`src/rtl/dds_phase_accumulator.sv`:
```
// Phase accumulator (NCO) producing waveform ROM addresses with a tuning-word handshake.
// Optional DDS_FREQ_SWEEP_EN adds a per-wrap linear frequency sweep between a base word and a limit.
module dds_phase_accumulator #(
    parameter int ACC_W   = 32,
    parameter int PHASE_W = 14
) (
    input  logic               clk,
    input  logic               rst,
    input  logic               en,
    input  logic [ACC_W-1:0]   fword_in,
    input  logic               fword_valid,
    output logic               fword_ready,
    input  logic               update_mode,
    input  logic [PHASE_W-1:0] poffset,
    output logic [PHASE_W-1:0] phase,
    output logic               phase_valid,
    output logic               wrap,
    output logic [ACC_W-1:0]   fword_cur
`ifdef DDS_FREQ_SWEEP_EN
    ,
    input  logic               sweep_en,
    input  logic [ACC_W-1:0]   sweep_step,
    input  logic [ACC_W-1:0]   sweep_limit
`endif
);

    typedef enum logic {
        S_READY = 1'b0,
        S_PEND  = 1'b1
    } state_t;

    state_t           state, state_nx;
    logic [ACC_W-1:0] acc;
    logic [ACC_W-1:0] pend, pend_nx;
    logic [ACC_W-1:0] fword_nx;
    logic             ready_nx;
    logic             en_d;
    logic             carry_q;
    logic [ACC_W:0]   sum;
    logic             carry_now;
    logic             xfer;

`ifdef DDS_FREQ_SWEEP_EN
    logic [ACC_W-1:0] sweep_base, sweep_base_nx;
    logic [ACC_W:0]   sweep_sum;
`endif

    // Carry out of the widened add marks the accumulator wrapping past 2^ACC_W.
    assign sum       = {1'b0, acc} + {1'b0, fword_cur};
    assign carry_now = en & sum[ACC_W];
    assign xfer      = fword_valid & fword_ready;

    // NOTE: every signal written here gets a default first, so no path leaves one unassigned and no latch is inferred.
    always_comb begin
        state_nx = state;
        fword_nx = fword_cur;
        pend_nx  = pend;
        ready_nx = 1'b0;
`ifdef DDS_FREQ_SWEEP_EN
        sweep_base_nx = sweep_base;
        sweep_sum     = {1'b0, fword_cur} + {1'b0, sweep_step};
`endif
        case (state)
            S_READY: begin
                ready_nx = 1'b1;
`ifdef DDS_FREQ_SWEEP_EN
                if (carry_now && sweep_en) begin
                    if (sweep_sum[ACC_W] || (sweep_sum[ACC_W-1:0] >= sweep_limit))
                        fword_nx = sweep_base;
                    else
                        fword_nx = sweep_sum[ACC_W-1:0];
                end
                if (xfer)
                    sweep_base_nx = fword_in;
`endif
                if (xfer) begin
                    if (update_mode) begin
                        pend_nx  = fword_in;
                        state_nx = S_PEND;
                        ready_nx = 1'b0;
                    end else begin
                        fword_nx = fword_in;
                    end
                end
            end
            S_PEND: begin
                // The wrap is judged with the old word; the pending word takes effect on the following add.
                if (carry_now) begin
                    fword_nx = pend;
                    state_nx = S_READY;
                    ready_nx = 1'b1;
                end
            end
            default: begin
                state_nx = S_READY;
            end
        endcase
    end

    // NOTE: state registers use non-blocking assignments so every register samples pre-edge values.
    always_ff @(posedge clk) begin
        if (rst) begin
            acc         <= '0;
            fword_cur   <= '0;
            pend        <= '0;
            state       <= S_READY;
            fword_ready <= 1'b0;
            en_d        <= 1'b0;
            carry_q     <= 1'b0;
            phase       <= '0;
            phase_valid <= 1'b0;
            wrap        <= 1'b0;
`ifdef DDS_FREQ_SWEEP_EN
            sweep_base  <= '0;
`endif
        end else begin
            if (en)
                acc <= sum[ACC_W-1:0];
            carry_q     <= carry_now;
            en_d        <= en;
            phase       <= acc[ACC_W-1 -: PHASE_W] + poffset;
            phase_valid <= en_d;
            wrap        <= carry_q;
            state       <= state_nx;
            fword_cur   <= fword_nx;
            pend        <= pend_nx;
            fword_ready <= ready_nx;
`ifdef DDS_FREQ_SWEEP_EN
            sweep_base  <= sweep_base_nx;
`endif
        end
    end

endmodule

```
`config.mk`:
```
export PLATFORM = sky130hd
export DESIGN_NAME = dds_phase_accumulator
export DESIGN_NICKNAME = d
export VERILOG_FILES = /design/src/rtl/dds_phase_accumulator.sv
export SDC_FILE = /design/constraint.sdc
export NUM_CORES = 1
export LEC_CHECK = 0
export BUFFER_PORTS_ARGS = -buffer_cell sky130_fd_sc_hd__buf_2
export CORE_ASPECT_RATIO = 0.75
export CORE_MARGIN = 2
export CORE_UTILIZATION = 45
export DETAILED_ROUTE_END_ITERATION = 7
export PLACE_DENSITY = 0.67
export SLEW_MARGIN = 20
export SYNTH_ARGS = -nofsm -noshare
export SYNTH_HDL_FRONTEND = slang
export SYNTH_SLANG_ARGS = --single-unit
```
`constraint.sdc`:
```
create_clock -name clk -period 2.5 [get_ports clk]
set_input_delay 0.125 -clock clk [delete_from_list [all_inputs] [get_ports clk]]
set_output_delay 0.125 -clock clk [all_outputs]
set_load 0.02 [all_outputs]
```
==> results.json <==
{
  "p_leak_nw": 4.04,
  "setup_viol": 19,
  "dp_hpwl_um": 14500,
  "cp-start-kind": "flip-flop",
  "yosysWarnings": 0,
  "path_class": "reg -> reg",
  "vdd_ir_drop_max_mv": 0.414,
  "netlist_instances": 800,
  "area_delta_synth_final_pct": 39.2,
  "dieArea_um2": 16500,
  "max_freq_ghz": 0.389,
  "cts_sinks": 116,
  "avgSynthCellArea_um2": 8.72,
  "dp_cells": 1152,
  "die_w_um": 148,
  "yosysMostFrequentCell": "dfxtp_1",
  "synthFlopType": "dfxtp_1",
  "drt-total-wl_um": 21700,
  "via_count": 6808,
  "synth_area_um2": 6970,
  "routabilityCongestion": 0.943,
  "grt_setup_unrepaired": "true",
  "synth_top_area_share_pct": 33.3,
  "rrSetupSlack_ps": -70,
  "synth_edf_count": 0,
  "ys_seq_elements": 116,
  "antenna_found_initial": 3,
  "violations": "negative setup slack",
  "worstPathMaxFanout": 8,
  "io_buffers": 99,
  "yosys.area.top_type": "dfxtp_1",
  "ys_seq_area_share_pct": 33.3,
  "wl_per_cell_um": 17.5,
  "seqPwrFrac_pct": 34.8,
  "outcome": "finished with violations",
  "critPathMostFrequentCell": "a21o_1",
  "cp-end-kind": "flip-flop",
  "worst-path-buf-inv": 4,
  "synth_cell_types": 72,
  "clk_pin_slew_worst_paths_ps": 50,
  "fin_cells": 1236,
  "wl_met3_um": 2230,
  "met2_length_um": 8750,
  "final_nets": 1118,
  "switching_power_mw": 1.70,
  "cp.required_ps": 2830,
  "htree_levels": 4,
  "pre_cts_ws_ps": -44.2,
  "cts_made_buffers": 17,
  "slew_headroom_pct": 31.9,
  "p_comb_share_pct": 22.8,
  "worstPathArrival_ps": 2890,
  "grt_pass1_wl_um": 33200,
  "place_area_um2": 8110,
  "overflow": 0,
  "p_sw_share_pct": 28.2,
  "route.detailed.drc": 0,
  "drt_iter0_drc": 692,
  "track_usage_pct": 25.4,
  "met1_length_um": 10500,
  "slew_violations": 0,
  "slowest_delay_ps": 380,
  "cap_violations": 0,
  "rows": 39,
  "finClkSkew_ps": 10.2,
  "die_y_um": 112,
  "highest_layer": "met5",
  "worstHoldPathType": "in -> reg",
  "initial_core_util_pct": 45.9,
  "final-hold-violation-count": 0,
  "worst_slack_ps": -68.0,
  "synthArstFlopShare_pct": 0,
  "routed_via_density": 5.51,
  "ys_top_cells_by_count": "dfxtp_1 (116), nand2_1 (102), a21oi_1 (78), nor2_1 (65), ha_1 (45)",
  "cts.path.max_buffers": 2,
  "ioPinCount": 100,
  "grt_pass1_vias": 6305,
  "finish.instance_area_um2": 9710,
  "power_frac_clock_pct": 42.4,
  "drive_gt1_share_pct": 36.5,
  "cp_slowest_cell": "dfxtp_2",
  "fin_crit_ps": 2570,
  "cp_top_family": "compound AO/OA/AOI/OAI gates",
  "antenna_left": 0,
  "crit_chain": "ha_4 > buf_4 > a21o_1 > a21o_1 > a21o_2 > a221oi_4 > a31oi_4 > buf_12 > buf_8 > clkbuf_16 > a211oi_2",
  "p_total_mw": 6.01,
  "nFillCells": 1216,
  "tightest_slew_ps": 1020,
  "clk-insertion-delay-late_ps": 420,
  "fin_crit_sh_pct": 103,
  "cts_tree": "done",
  "core_area_um2": 15200,
  "yosys-top-cells-area": "dfxtp_1 (33%), ha_1 (8.1%), mux2i_1 (5.9%)",
  "cts-root-buf": "clkbuf_16",
  "drt_first_pass_iters": 5,
  "syn_nets": 898,
  "power.density_nw_per_um2": 619,
  "p_int_mw": 4.32,
  "hold_ws_ps": 40.7,
  "grt_max_degree": 110
}
-- layout by cell type, fill, tap and decap left out, types with 17 or more instances in the layout --
cell	instances
a211oi_2	33
a21oi_1	74
buf_2	98
buf_4	101
clkbuf_16	20
dfxtp_1	93
dfxtp_2	23
dlygate4sd3_1	32
ha_1	29
inv_1	18
mux2i_1	41
nand2_1	102
nor2_1	61
nor2_2	24
nor3_1	17
o21ai_0	20
-- path summary, 6_finish.rpt --
kind | cells past startpoint | start | end
setup / recovery | 11 | acc[29] | fword_cur[17]
hold / removal | 3 | poffset[0] | phase[0]
setup reg to reg | 11 | acc[29] | fword_cur[17]
hold reg to reg | 1 | carry_q | wrap
-- power by group through the flow --
stage / Clock [mW] / Combinational, mW / Sequential (mW)
global placement: 0 / 1.14 / 2.10
floorplan: 0 / 0.681 / 2.17
finish: 2.55 / 1.37 / 2.09
global route: 2.67 / 1.48 / 2.10
detailed placement: 0 / 1.15 / 2.10
CTS: 2.57 / 1.26 / 2.08
-- layout make-up --
cell class | count | area (um2) | area share, %
Inverter | 19 | 71.3 | 0.735
Sequential cell | 116 | 2350 | 24.2
Antenna cell | 1 | 2.50 | 0.0258
Timing Repair Buffer | 246 | 1850 | 19.0
Multi-Input combinational cell | 620 | 4570 | 47.1
Clock inverter | 9 | 155 | 1.60
Tap cell | 205 | 256 | 2.64
Clock buffer | 20 | 457 | 4.70
-- worst min-delay path, cell delays in order --
cell	delay [ps]
buf_2	80
ha_1	110
nor2b_1	110
-- layer usage --
metal / global-route usage [%] / vias up
li1: - / 3326
met1: 38.8 / 3179
met2: 33.9 / 276
met3: 8.32 / 23
met4: 5.90 / 4
met5: 0 / -
-- flip-flops by register name (all words and copies together), names as in the netlist --
name	flops
fword_cur	32
carry_q	1
phase	14
wrap	1
phase_valid	1
fword_ready	1
acc	32
state	1
pend	32
en_d	1
-- stage by stage --
step                util, %  TNS [ps]
floorplan                 -     -18.8
global placement       53.5     -43.9
detailed placement     53.5      -128
CTS                    61.5      -696
global route           64.0     -2700
finish                 64.0      -426
-- cells by family (layout without fill, tap and decap cells) --
group           after synthesis  after routing  share of synthesized area (%)
compound gates              228            228                           23.8
xor+xnor                     25             25                           3.14
fa+ha+maj                    47             47                           8.65
buf+inv                      64            294                           6.19
flops                       116            116                           33.3
mux                          41             41                           5.89
other cells                   0              1                              0
simple gates                279            279                           19.1
-- what timing repair did --
action | CTS | global route
hold buffers | 32 | 0
endpoints found under the setup margin | 25 | 43
hold endpoints to repair | 32 | 0
pin swaps | 5 | 35
resized for setup | 37 | 59
buffers inserted | 7 | 11
cloned | 2 | 5
(Power assumes the default switching activity.)
